===== config.mk =====
export PLATFORM = sky130hd
export DESIGN_NAME = fnd_frame_sender_flat
export DESIGN_NICKNAME = d
export VERILOG_FILES = /design/src/rtl/fnd_frame_sender_if.sv /design/src/rtl/fnd_frame_sender.sv /design/src/flat_wrapper.sv
export SDC_FILE = /design/constraint.sdc
export NUM_CORES = 1
export LEC_CHECK = 0
export ABC_AREA = 1
export CORE_MARGIN = 3
export CORE_UTILIZATION = 55
export DETAILED_ROUTE_END_ITERATION = 10
export HOLD_SLACK_MARGIN = 0.15
export PLACE_DENSITY = 0.77
export SYNTH_ARGS = -nofsm -noshare
export SYNTH_HDL_FRONTEND = slang
export SYNTH_SLANG_ARGS = --single-unit

===== constraint.sdc =====
create_clock -name clk -period 1.7 [get_ports clk]
set_input_delay 0.34 -clock clk [delete_from_list [all_inputs] [get_ports clk]]
set_output_delay 0.34 -clock clk [all_outputs]
set_load 0.1 [all_outputs]

===== src/rtl/fnd_frame_sender_if.sv =====
// rtl/fnd_frame_sender_if.sv - byte handshake between the frame sender and the SPI master
interface fnd_frame_sender_if;
  logic       start;
  logic       ready;
  logic       done;
  logic [7:0] data;

  modport master (output start, output data, input ready, input done);
  modport slave  (input start, input data, output ready, output done);
endinterface


===== src/rtl/fnd_frame_sender.sv =====
// rtl/fnd_frame_sender.sv - debounced button / auto-repeat trigger that sends a clamped 14-bit
// switch value to the SPI master as a two-byte frame {2'b10, val[13:8]}, val[7:0]
module fnd_frame_sender #(
  parameter int DEBOUNCE_CYCLES = 100_000,
  parameter int AUTO_PERIOD     = 10_000_000
) (
  input  logic               clk,
  input  logic               rst,
  input  logic               btn,
  input  logic [14:0]        sw,
  output logic               busy,
  fnd_frame_sender_if.master spi
);
  localparam int DEB_W  = $clog2(DEBOUNCE_CYCLES + 1);
  localparam int AUTO_W = $clog2(AUTO_PERIOD + 1);
  localparam logic [DEB_W-1:0]  DEB_LAST  = DEB_W'(DEBOUNCE_CYCLES - 1);
  localparam logic [AUTO_W-1:0] AUTO_LAST = AUTO_W'(AUTO_PERIOD - 1);
  localparam logic [13:0]       VAL_MAX   = 14'd9999;

  typedef enum logic [2:0] {IDLE, LOAD_HI, WAIT_HI, LOAD_LO, WAIT_LO} state_t;

  state_t              state_q, state_d;
  logic                sync1_q, sync1_d;
  logic                sync2_q, sync2_d;
  logic                level_q, level_d;
  logic                level_prev_q, level_prev_d;
  logic [DEB_W-1:0]    deb_cnt_q, deb_cnt_d;
  logic [AUTO_W-1:0]   auto_cnt_q, auto_cnt_d;
  logic [7:0]          val_lo_q, val_lo_d;
  logic [7:0]          data_q, data_d;
  logic                start_q, start_d;

  logic                btn_trig;
  logic                auto_trig;
  logic [13:0]         val_in;

  always_ff @(posedge clk) begin
    if (!rst) begin
      state_q      <= IDLE;
      sync1_q      <= 1'b0;
      sync2_q      <= 1'b0;
      level_q      <= 1'b0;
      level_prev_q <= 1'b0;
      deb_cnt_q    <= '0;
      auto_cnt_q   <= '0;
      val_lo_q     <= '0;
      data_q       <= '0;
      start_q      <= 1'b0;
    end else begin
      state_q      <= state_d;
      sync1_q      <= sync1_d;
      sync2_q      <= sync2_d;
      level_q      <= level_d;
      level_prev_q <= level_prev_d;
      deb_cnt_q    <= deb_cnt_d;
      auto_cnt_q   <= auto_cnt_d;
      val_lo_q     <= val_lo_d;
      data_q       <= data_d;
      start_q      <= start_d;
    end
  end

  // Debouncer: any cycle where the synchronised level agrees with the accepted one restarts the count.
  always_comb begin
    sync1_d      = btn;
    sync2_d      = sync1_q;
    level_d      = level_q;
    deb_cnt_d    = '0;
    level_prev_d = level_q;
    if (sync2_q != level_q) begin
      if (deb_cnt_q == DEB_LAST) begin
        level_d = sync2_q;
      end else begin
        deb_cnt_d = deb_cnt_q + DEB_W'(1);
      end
    end
  end

  assign btn_trig = level_q & ~level_prev_q;
  assign val_in   = (sw[13:0] > VAL_MAX) ? VAL_MAX : sw[13:0];

  always_comb begin
    state_d    = state_q;
    start_d    = 1'b0;
    data_d     = data_q;
    val_lo_d   = val_lo_q;
    auto_trig  = 1'b0;
    auto_cnt_d = auto_cnt_q;

    if (!sw[14]) begin
      auto_cnt_d = '0;
    end else if (state_q == IDLE) begin
      if (auto_cnt_q == AUTO_LAST) begin
        auto_trig = 1'b1;
      end else begin
        auto_cnt_d = auto_cnt_q + AUTO_W'(1);
      end
    end

    case (state_q)
      IDLE: begin
        // Both triggers in one cycle collapse into a single frame.
        if (btn_trig || auto_trig) begin
          val_lo_d = val_in[7:0];
          data_d   = {2'b10, val_in[13:8]};
          state_d  = LOAD_HI;
        end
      end
      LOAD_HI: begin
        if (spi.ready) begin
          start_d = 1'b1;
          state_d = WAIT_HI;
        end
      end
      WAIT_HI: begin
        if (spi.done) begin
          data_d  = val_lo_q;
          state_d = LOAD_LO;
        end
      end
      LOAD_LO: begin
        if (spi.ready) begin
          start_d = 1'b1;
          state_d = WAIT_LO;
        end
      end
      WAIT_LO: begin
        if (spi.done) begin
          auto_cnt_d = '0;
          state_d    = IDLE;
        end
      end
      default: state_d = IDLE;
    endcase
  end

  assign spi.start = start_q;
  assign spi.data  = data_q;
  assign busy      = (state_q != IDLE);
endmodule


===== src/flat_wrapper.sv =====
// flat-port wrapper written by rule: the top's interface ports become plain ports
module fnd_frame_sender_flat 
#(
  parameter int DEBOUNCE_CYCLES = 100_000,
  parameter int AUTO_PERIOD     = 10_000_000
)
  (clk, rst, btn, sw, busy, spi_start, spi_data, spi_ready, spi_done);
  fnd_frame_sender_if spi_i ();
  input  logic clk;
  input  logic rst;
  input  logic btn;
  input  logic [14:0] sw;
  output logic busy;
  output wire logic [$bits(spi_i.start)-1:0] spi_start;
  output wire logic [$bits(spi_i.data)-1:0] spi_data;
  input wire logic [$bits(spi_i.ready)-1:0] spi_ready;
  input wire logic [$bits(spi_i.done)-1:0] spi_done;
  assign spi_start = spi_i.start;
  assign spi_data = spi_i.data;
  assign spi_i.ready = spi_ready;
  assign spi_i.done = spi_done;
  fnd_frame_sender #(.DEBOUNCE_CYCLES(DEBOUNCE_CYCLES), .AUTO_PERIOD(AUTO_PERIOD)) u_core (.clk(clk), .rst(rst), .btn(btn), .sw(sw), .busy(busy), .spi(spi_i));
endmodule

Word-level counts from Yosys, hierarchy flattened
Cells that the tools add are included.

word-level totals
  flip-flop bits (word level) = 65
  output and inout port bits = 10
  word-level logic and storage cells = 59

cells by class
  $add $sub $neg = 2
  $lt $le $gt $ge = 1
  equality and inequality tests = 12
  mux-type cells = 19
  bitwise logic cells = 4
  reduce and logical (&&, ||, !) cells = 11

operators with widths
  operator                                              number
  2-to-1 mux 24 bit                                     5
  adder 24 x 1 -> 24 bit (second input constant)        1
  equality test 24 bit (second input constant)          1
  adder 17 x 1 -> 17 bit (second input constant)        1
  equality test 17 bit (second input constant)          1
  2-to-1 mux 8 bit                                      2
  case mux 8 bit (2 select lines)                       1
  2-to-1 mux 3 bit                                      5
  case mux 3 bit (5 select lines)                       1
  > comparator 14 bit (second input constant)           1
  2-to-1 mux 14 bit                                     1
  != test 2 bit (second input constant)                 5
  equality test 3 x 2 -> 1 bit (second input constant)  2
  AND reduction 2 bit                                   3
  AND reduction 5 bit                                   1
  2-to-1 mux 1 bit                                      4
  equality test 3 x 1 -> 1 bit (second input constant)  1
  equality test 3 bit (second input constant)           1
  logical NOT 3 bit                                     1
  NOT 1 bit                                             3
  AND reduction 3 bit                                   1
  nonzero test 3 bit                                    1
  OR reduction 3 bit                                    1
  nonzero test 2 bit                                    1
  4 further kinds                                       4

Depth between registers and ports, before layout
Gate-level depths: netlist (run 1).

  depth after elaboration = 7
  mapped depth = 12
  depth with buffers taken out = 12

Worst setup path after synthesis (run 1)
Ideal clock, no wire load.

  kind = flip-flop to flip-flop
  from = reg u_core.state_q[2]
  to = reg u_core.auto_cnt_q[23]
  arrival time = 1,484 ps
  required time = 1,570 ps
  setup slack = 86 ps
  cell stages (with the launch flop) = 9
  buffers on the path = 0
  period minus slack after synthesis = 1,614 ps
  path through = dfxtp_1 nor2_2 inv_2 nor2_4 inv_2 a21oi_2 nand3_1 nor2_1 nor3b_2

on the way
  cells in the longest elaborated chain, start to end = 5
  elaborated cells on any way between the ends = 6
  classes of those cells = 1 x eq/ne; 4 x mux; 1 x reduce/logical

RTL lines
  what                    RTL line                 source
  from (decl)             fnd_frame_sender.sv:22   state_t state_q, state_d;
  from (signal assigned)  fnd_frame_sender.sv:50   state_q <= state_d;
  logical NOT 3 bit       fnd_frame_sender.sv:92   end else if (state_q == IDLE) begin
  2-to-1 mux 24 bit       fnd_frame_sender.sv:92
  2-to-1 mux 24 bit       fnd_frame_sender.sv:90   if (!sw[14]) begin
  2-to-1 mux 24 bit       fnd_frame_sender.sv:128  if (spi.done) begin
  2-to-1 mux 24 bit (*)   fnd_frame_sender.sv:100  case (state_q)
  to (signal assigned)    fnd_frame_sender.sv:56   auto_cnt_q <= auto_cnt_d;
  to (decl)               fnd_frame_sender.sv:28   logic [AUTO_W-1:0] auto_cnt_q, auto_cnt_d;

Mark *: on every way between the ends. The rest lies on a longest branch, timed or not.
A chain may end at the register's enable or synchronous reset.

Worst setup path after layout (run 1)
  from = reg u_core.auto_cnt_q[1]
  to = reg u_core.val_lo_q[0]

on the way
  cells in the longest elaborated chain, start to end = 6

RTL lines
  what                           RTL line                 source
  equality test 24 bit           fnd_frame_sender.sv:93   if (auto_cnt_q == AUTO_LAST) begin
  2-to-1 mux 1 bit               fnd_frame_sender.sv:93
  2-to-1 mux 1 bit               fnd_frame_sender.sv:92
  2-to-1 mux 1 bit               fnd_frame_sender.sv:90
  logical OR 1 bit               fnd_frame_sender.sv:103  if (btn_trig || auto_trig) begin
  AND reduction 2 bit (no line)  --
  to (signal assigned)           fnd_frame_sender.sv:57   val_lo_q <= val_lo_d;
  to (decl)                      fnd_frame_sender.sv:29   logic [7:0] val_lo_q, val_lo_d;

No other way between the ends.

==> run_results.csv, run 1 <==
group,metric,value,unit
min_path,min_path_type,"flop to flop",
yosys,synth_warnings,0,
timing,fmax,590,MHz
grt,grt_util_all_layers,22.4,%
finish,syn_to_final_growth,30.4,%
timing,period_share,99.7,%
yosys,synthMuxAreaShare,0,%
placement,hpwl,5600,µm
timing,period_minus_slack,1.69,ns
yosys,synthXorXnorAreaFrac,3.91,%
power_and_ir_drop,finalPower,3.07,mW
floorplan,num_rows,27,
grt,grt_pass1_wl,13200,µm
finish,antenna_cells,0,
timing,fin_skew,0.0108,ns
routing,wl_per_cell,13.5,µm
clock_network,postCtsHoldBufs,0,
yosys,synth_top_family_by_area,"simple AND/OR/NAND/NOR gates",
routing,initialDrtViolationCount,180,
floorplan,initial_core_util,58.9,%
timing,hold_viol,0,
power_and_ir_drop,vdd_ir_drop_max,0.576,mV
yosys,synth_compound_area_share,9.38,%
yosys,seq_area_frac_synth,38.7,%
timing,slew_headroom,75.3,%
grt,first_global_vias,3103,
yosys,syn_avg_cell_area,6.67,µm²
routing,drtPass1Iterations,5,
routing,post_drt_via_cell_ratio,5.33,
critical_path,worstPathMaxFanout,8,
yosys,synth_ff_type,"dfxtp_1",
critical_path,crit_required,1.97,ns
yosys,synthAdderAreaFrac,0.744,%
grt,antenna_found_initial,0,
grt,overflow,0,
yosys,async_reset_ff_share,0,%
clock_network,clock_latency,0.34,ns
critical_path,crit_path_end_kind,"flop",
status,outcome,"finished clean",
clock_network,cts.path.max_buffers,2,
finish,fin_nets,581,
yosys,synth_area,3360,µm²
critical_path,critPathKind,"flop to flop",
floorplan,io-pin-count,30,
floorplan,coreArea,5710,µm²
clock_network,numCtsBuffers,9,
yosys,synthCells,504,
critical_path,cp-start-kind,"flop",
finish,final_cell_area,4390,µm²
finish,drive_gt1_share,19.3,%
critical_path,arrival,1.96,ns
yosys,synth.top_cell.area_share,38.7,%
yosys,synth_edf_count,0,
floorplan,die_h,84.2,µm
floorplan,die-area,7090,µm²
grt,grt_max_degree,23,
timing,drv_slew,0,
yosys,synthSimpleGateAreaFrac,37.2,%
clock_network,clkTransAtPathRegs,0.07,ns
yosys,yosys-top-cells-area,"dfxtp_1, nor2_1, nand2_1, inv_1, nand3_1",
finish,utilization,76.8,%
routing,drc,0,
yosys,post-synth-top-count-cell,"nor2_1",
yosys,synth.distinct_cells,37,
placement,finalWeightedCongestion,0.872,
timing,worstMarginPinSlew,0.370,ns
timing,hold_ws,0.412,ns
routing,dr_total_vias,3388,
yosys,syn-num-nets,526,
yosys,synth-seq-cells,65,
placement,portBuffers,29,
timing,rsz0062_at_grt,"yes",
floorplan,die_w,84.2,µm
routing,antenna_left,0,
power_and_ir_drop,p_per_area,700,nW/µm²
clock_network,cts_tree,"done",
power_and_ir_drop,leakage,1.77,nW
clock_network,cts.sinks,65,
placement,placed_cell_area,3940,µm²
yosys,yosysTopAreaCell,"dfxtp_1",
timing,setup_violations,0,
clock_network,htree_levels,3,
yosys,yosys-top-cells-count,"nor2_1, nand2_1, inv_1",
routing,wirelength,8560,µm
placement,post-place-cells,613,
run,maxCapViolCount,0,
finish,stdcell_count,636,
clock_network,root_buffer,"clkbuf_8",
==> layer usage <==
| layer | GRT usage, % | wire length, µm | vias to the layer above | part of all wire [%] |
|---|---|---|---|---|
| met4 | 8.77 | 283 | 0 | 3.3 |
| met5 | 0 | 0 | - | 0 |
| li1 | - | - | 1711 | - |
| met3 | 4.22 | 450 | 31 | 5.3 |
| met2 | 39.2 | 4290 | 112 | 50 |
| met1 | 27.2 | 3540 | 1534 | 41 |
==> sequential cells by signal (all words and copies together) (netlist names) <==
register / cells
u_core.sync2_q: 1
u_core.spi.data: 8
u_core.spi.start: 1
u_core.val_lo_q: 8
u_core.level_prev_q: 1
u_core.state_q: 3
u_core.sync1_q: 1
u_core.auto_cnt_q: 24
u_core.level_prev_d: 1
u_core.deb_cnt_q: 17
==> final timing paths <==
kind | startpoint | to | slack (ns) | depth (start not counted)
worst max-delay path | u_core.auto_cnt_q[1] | u_core.val_lo_q[0] | 0.006 | 11
worst min-delay path | u_core.sync1_q | u_core.sync2_q | 0.41 | 2
worst max register to register | u_core.auto_cnt_q[1] | u_core.val_lo_q[0] | 0.006 | 11
worst min register to register | u_core.sync1_q | u_core.sync2_q | 0.41 | 2
==> repair_timing <==
item	4_1_cts	5_1_grt
pin swaps	4	20
cloned	1	2
endpoints found under the hold margin	0	0
buffers inserted	2	2
setup endpoints to repair	15	41
resized for setup	8	48
==> through the flow <==
| stage | setup TNS (ns) | setup slack (ns) |
|---|---|---|
| 6_report | 0 | 0.00583 |
| 3_3_place_gp | -0.0803 | -0.0273 |
| 2_1_floorplan | 0 | 0.0858 |
| 3_5_place_dp | -0.438 | -0.0813 |
| 4_1_cts | -0.0121 | -0.00666 |
| 5_1_grt | -1.07 | -0.0766 |
==> cells by family (layout without fill, tap and decap cells) <==
group | after synthesis | count (layout)
AOI/OAI and AO/OA | 58 | 58
xor gates and xnor gates | 15 | 15
adders and majority gates | 2 | 2
buffers and inverters | 83 | 140
DFF | 65 | 65
and+or+nand+nor | 281 | 284
==> where the power goes <==
part	total [mW]	internal (mW)	switching, mW
Clock	1.15	0.525	0.624
Sequential	1.56	1.54	0.0181
Combinational	0.364	0.154	0.210
Total	3.07	2.22	0.852
==> worst max-delay path, stage by stage, from the launching register on <==
cell and delay (ns):
dfxtp_4 0.37, ha_4 0.14, nand2_2 0.06, inv_2 0.09
nand2_4 0.06, nor2_4 0.22, nand4_4 0.17, nand2_8 0.15
nand2_8 0.10, inv_8 0.09, nor2_1 0.05, nor2_1 0.10
==> cells in the final DEF, fill, tap and decap left out, types with 12 or more instances in the layout <==
cell,synthesis,routed
buf_4,2,18
nand2_1,99,96
a21oi_1,25,19
dfxtp_1,65,58
clkdlybuf4s50_1,0,19
nand4_1,12,12
inv_1,70,69
nand3_1,27,24
buf_12,0,12
nor2_1,105,95
o21ai_0,14,13
==> area by class of cell <==
cell class	count	area [µm²]
clock buffer	9	124
clock inverter	7	47.5
fill	418	1320
inverter	73	282
multi-input combinational	359	1940
sequential	65	1320
tap	72	90.1
timing repair buffer	51	588
No activity file was read; power rests on OpenSTA's default activity.
==> inputs of run 2 (changes only) <==
==> constraint.sdc (replaced) <==
create_clock -name clk -period 1.7 [get_ports clk]
set_input_delay 0.17 -clock clk [delete_from_list [all_inputs] [get_ports clk]]
set_output_delay 0.17 -clock clk [all_outputs]
set_load 0.05 [all_outputs]
==> run 2 against run 1 <==
Effect of this change: via count barely moved; combinational power fell by 10%; worst hold slack got worse by 0.045 ns; sequential share of layout area rose by 0.51 points; power rose by 3.1%; sequential power barely moved; critical endpoint is now spi_data[3]; highest routed layer unchanged.
==> run_results.csv, run 2 (synthesis results as in run 1) <==
group,metric,value,unit
critical_path,crit_path_end_kind,"primary output",
routing,dr_total_vias,3390,
floorplan,io-pin-count,30,
critical_path,critPathKind,"flop to primary output",
critical_path,path_cells,"clkdlybuf4s50_1",
finish,final_common_cell,"nor2_1",
grt,antenna_found_initial,0,
clock_network,root_buffer,"clkbuf_8",
timing,fmax,601,MHz
clock_network,clkTransAtPathRegs,0.06,ns
finish,stdcell_count,642,
grt,overflow,0,
floorplan,coreArea,5710,µm²
routing,drtPass1Iterations,5,
critical_path,cp_slowest_cell,"clkdlybuf4s50_1",
placement,post-place-cells,611,
floorplan,initial_core_util,58.9,%
finish,utilization,75.8,%
status,outcome,"finished clean",
clock_network,htree_levels,3,
clock_network,cts.sinks,65,
timing,worstMarginPinSlew,0.516,ns
timing,hold_ws,0.367,ns
critical_path,cp_top_family,"buffers and inverters",
power_and_ir_drop,leakage,1.82,nW
clock_network,numCtsBuffers,9,
critical_path,worstPathMaxFanout,2,
power_and_ir_drop,vdd_ir_drop_max,0.626,mV
finish,top_register,"u_core.auto_cnt_q",
power_and_ir_drop,p_per_area,731,nW/µm²
clock_network,clock_latency,0.33,ns
finish,layout_common_cells,"nor2_1, nand2_1, inv_1",
power_and_ir_drop,finalPower,3.17,mW
finish,largest_reg_flops,24,
clock_network,cts.path.max_buffers,2,
critical_path,crit_required,1.53,ns
placement,finalWeightedCongestion,0.870,
run,maxCapViolCount,0,
floorplan,die-area,7090,µm²
critical_path,cp-start-kind,"flop",
routing,post_drt_via_cell_ratio,5.28,
clock_network,postCtsHoldBufs,0,
floorplan,num_rows,27,
routing,initialDrtViolationCount,183,
timing,period_share,97.9,%
finish,fin_nets,587,
critical_path,crit_path_max_incr_delay,0.81,ns
timing,fin_skew,0.00758,ns
critical_path,arrival,1.49,ns
clock_network,cts_tree,"done",
finish,syn_to_final_growth,28.7,%
timing,drv_slew,0,
grt,grt_pass1_wl,12900,µm
placement,hpwl,5510,µm
floorplan,die_w,84.2,µm
finish,antenna_cells,0,
timing,slew_headroom,65.5,%
grt,grt_max_degree,24,
placement,portBuffers,29,
timing,period_minus_slack,1.66,ns
routing,wl_per_cell,12.4,µm
timing,setup_violations,0,
grt,grt_util_all_layers,21.9,%
timing,setup_tns,0,ns
finish,largest_registers,"u_core.auto_cnt_q: 24 flops, u_core.deb_cnt_q: 17 flops",
routing,wirelength,7950,µm
min_path,min_path_type,"input pin to flop",
critical_path,crit_buf_inv,1,
timing,hold_viol,0,
routing,antenna_left,0,
timing,rsz0062_at_grt,"yes",
finish,drive_gt1_share,19.8,%
floorplan,die_h,84.2,µm
grt,first_global_vias,3103,
routing,drc,0,
## run 2: layout make-up
cell class	count	area [µm²]
Clock buffer	13	149
Multi-Input combinational cell	358	1930
Fill cell	441	1380
Tap cell	72	90.1
Clock inverter	3	40.0
Timing Repair Buffer	58	520
Sequential cell	65	1320
Inverter	73	282
## run 2: worst paths after layout
| kind | from | to | slack [ns] | cells past startpoint |
|---|---|---|---|---|
| max | u_core.spi.data[3] | spi_data[3] | 0.04 | 1 |
| min | btn | u_core.sync1_q | 0.37 | 3 |
| max reg2reg | u_core.auto_cnt_q[0] | u_core.auto_cnt_q[4] | 0.05 | 10 |
| min reg2reg | u_core.sync1_q | u_core.sync2_q | 0.41 | 2 |
## run 2: stage by stage
step,cell area [µm²],worst slack [ns]
after floorplan,3360,0.174
after detailed placement,3800,-0.0263
after global placement,3800,0.0691
after CTS,4000,0.00484
after global routing,4330,-0.0648
final,4330,0.0362
## run 2: repair_timing
action | in CTS | in global routing
setup buffers | 0 | 13
gates resized for setup | 2 | 67
cloned | 0 | 2
endpoints found under the setup margin | 9 | 47
pin swaps | 0 | 27
## run 2: where the power goes
part	leakage (nW)	total, mW	internal [mW]	switching (mW)
combinational	1.19	0.327	0.141	0.186
sequential	0.531	1.56	1.54	0.0176
clock	0.0974	1.28	0.715	0.567
## run 2: metal layers
metal	vias up	GRT usage [%]	share of wire [%]
li1	1721	-	-
met5	-	0	0
met1	1557	25.9	44
met3	17	4.42	4.5
met4	0	9.06	2.2
met2	95	38.5	50
==> inputs of run 3 (changes only) <==
--- a/config.mk
+++ b/config.mk
@@ -14,3 +14,4 @@
 export SYNTH_ARGS = -nofsm -noshare
 export SYNTH_HDL_FRONTEND = slang
 export SYNTH_SLANG_ARGS = --single-unit
+export TNS_END_PERCENT = 30
==> run 3 against run 2 <==
Effect of this change: worst hold slack worse by 0.0017 ns; core utilization is 0.24 points lower; design area is 0.32% lower; sequential share of layout area increased by 0.097 points; via count shrank 0.83%; wire length is 0.58% higher; critical path type unchanged; largest power group unchanged.
==> run_results.csv, run 3 (synthesis results as in run 1) <==
group,metric,value,unit
finish,drive_gt1_share,19.6,%
finish,layout_common_cells,"nor2_1, nand2_1, inv_1",
routing,antenna_left,0,
floorplan,die_h,84.2,µm
grt,grt_util_all_layers,21.9,%
timing,worstMarginPinSlew,0.516,ns
critical_path,arrival,1.50,ns
timing,drv_slew,0,
finish,final_cell_area,4320,µm²
finish,largest_registers,"u_core.auto_cnt_q: 24 flops, u_core.deb_cnt_q: 17 flops",
clock_network,root_buffer,"clkbuf_8",
routing,drtPass1Iterations,5,
status,outcome,"finished clean",
finish,top_register,"u_core.auto_cnt_q",
timing,fmax,600,MHz
critical_path,crit_path_end_kind,"primary output",
clock_network,clock_latency,0.33,ns
timing,period_minus_slack,1.67,ns
timing,setup_violations,0,
clock_network,htree_levels,3,
critical_path,cp_slowest_cell,"clkdlybuf4s50_1",
power_and_ir_drop,leakage,1.80,nW
critical_path,cp_top_family,"buffers and inverters",
critical_path,critPathKind,"flop to primary output",
floorplan,io-pin-count,30,
grt,overflow,0,
timing,period_share,98.0,%
timing,fin_skew,0.00822,ns
critical_path,crit_buf_inv,1,
grt,grt_pass1_wl,12900,µm
critical_path,path_cells,"clkdlybuf4s50_1",
placement,placed_cell_area,3800,µm²
timing,rsz0062_at_grt,"yes",
finish,fin_nets,587,
critical_path,cp-start-kind,"flop",
timing,hold_viol,0,
routing,dr_total_vias,3362,
finish,final_common_cell,"nor2_1",
power_and_ir_drop,vdd_ir_drop_max,0.617,mV
routing,drc,0,
routing,wl_met3,354,µm
routing,wirelength,8000,µm
floorplan,die_w,84.2,µm
grt,first_global_vias,3103,
critical_path,crit_required,1.53,ns
floorplan,die-area,7090,µm²
clock_network,cts_tree,"done",
routing,highest_layer,"met4",
min_path,min_path_type,"input pin to flop",
placement,finalWeightedCongestion,0.870,
clock_network,cts.sinks,65,
routing,wl_per_cell,12.5,µm
run,maxCapViolCount,0,
clock_network,cts.path.max_buffers,2,
timing,slew_headroom,65.5,%
placement,hpwl,5510,µm
critical_path,worstPathMaxFanout,2,
critical_path,crit_path_max_incr_delay,0.81,ns
clock_network,clkTransAtPathRegs,0.06,ns
finish,syn_to_final_growth,28.3,%
grt,antenna_found_initial,0,
finish,antenna_cells,0,
critical_path,r2r_slack,0.04,ns
timing,setup_tns,0,ns
placement,portBuffers,29,
clock_network,numCtsBuffers,9,
routing,wl_met1,3480,µm
finish,largest_reg_flops,24,
grt,grt_max_degree,24,
power_and_ir_drop,p_per_area,732,nW/µm²
routing,initialDrtViolationCount,162,
floorplan,num_rows,27,
floorplan,initial_core_util,58.9,%
routing,post_drt_via_cell_ratio,5.24,
routing,routed-wl-met2,3970,µm
floorplan,coreArea,5710,µm²
-- run 3: layout make-up --
type	count	area [µm²]
multi-input cells	358	1920
fillers	444	1390
flip-flops and latches	65	1320
repair buffers	58	517
inverters	73	282
clock buffers	13	149
well taps	72	90.1
clock inverters	3	40.0
-- run 3: final timing paths --
path                        start                   end  depth (start not counted)
min reg2reg        u_core.sync1_q        u_core.sync2_q                          2
max reg2reg  u_core.auto_cnt_q[0]  u_core.auto_cnt_q[4]                         10
min                           btn        u_core.sync1_q                          3
max            u_core.spi.data[3]           spi_data[3]                          1
-- run 3: layer usage --
| layer | GRT usage (%) | up-vias |
|---|---|---|
| met1 | 25.9 | 1537 |
| met3 | 4.42 | 21 |
| met2 | 38.5 | 83 |
| li1 | - | 1721 |
| met5 | 0 | - |
| met4 | 9.06 | 0 |
-- run 3: metrics by stage --
stage / setup WS, ns / std cells / hold WS [ns] / utilization [%] / total power, mW
6_report: 0.0345 / 642 / 0.365 / 75.6 / 3.16
5_1_grt: -0.0648 / 642 / 0.358 / 75.6 / 3.29
4_1_cts: 0.00484 / 627 / 0.361 / 70.0 / 3.12
3_5_place_dp: -0.0263 / 611 / 0.400 / 66.5 / 1.86
3_3_place_gp: 0.0691 / 611 / 0.400 / 66.5 / 1.85
2_1_floorplan: 0.174 / 504 / 0.268 / - / 1.75
-- run 3: report_power, final --
| group | leakage, nW | total [mW] | switching [mW] | internal (mW) |
|---|---|---|---|---|
| clock | 0.0974 | 1.28 | 0.562 | 0.715 |
| sequential | 0.531 | 1.56 | 0.0175 | 1.54 |
| combinational | 1.17 | 0.325 | 0.186 | 0.140 |
| total | 1.80 | 3.16 | 0.765 | 2.39 |
-- run 3: what timing repair did --
action	in CTS	in global routing
endpoints found under the setup margin	9	47
setup buffers	0	13
resized for setup	2	63
hold buffers	0	0
pin swaps	0	25
gates cloned	0	2
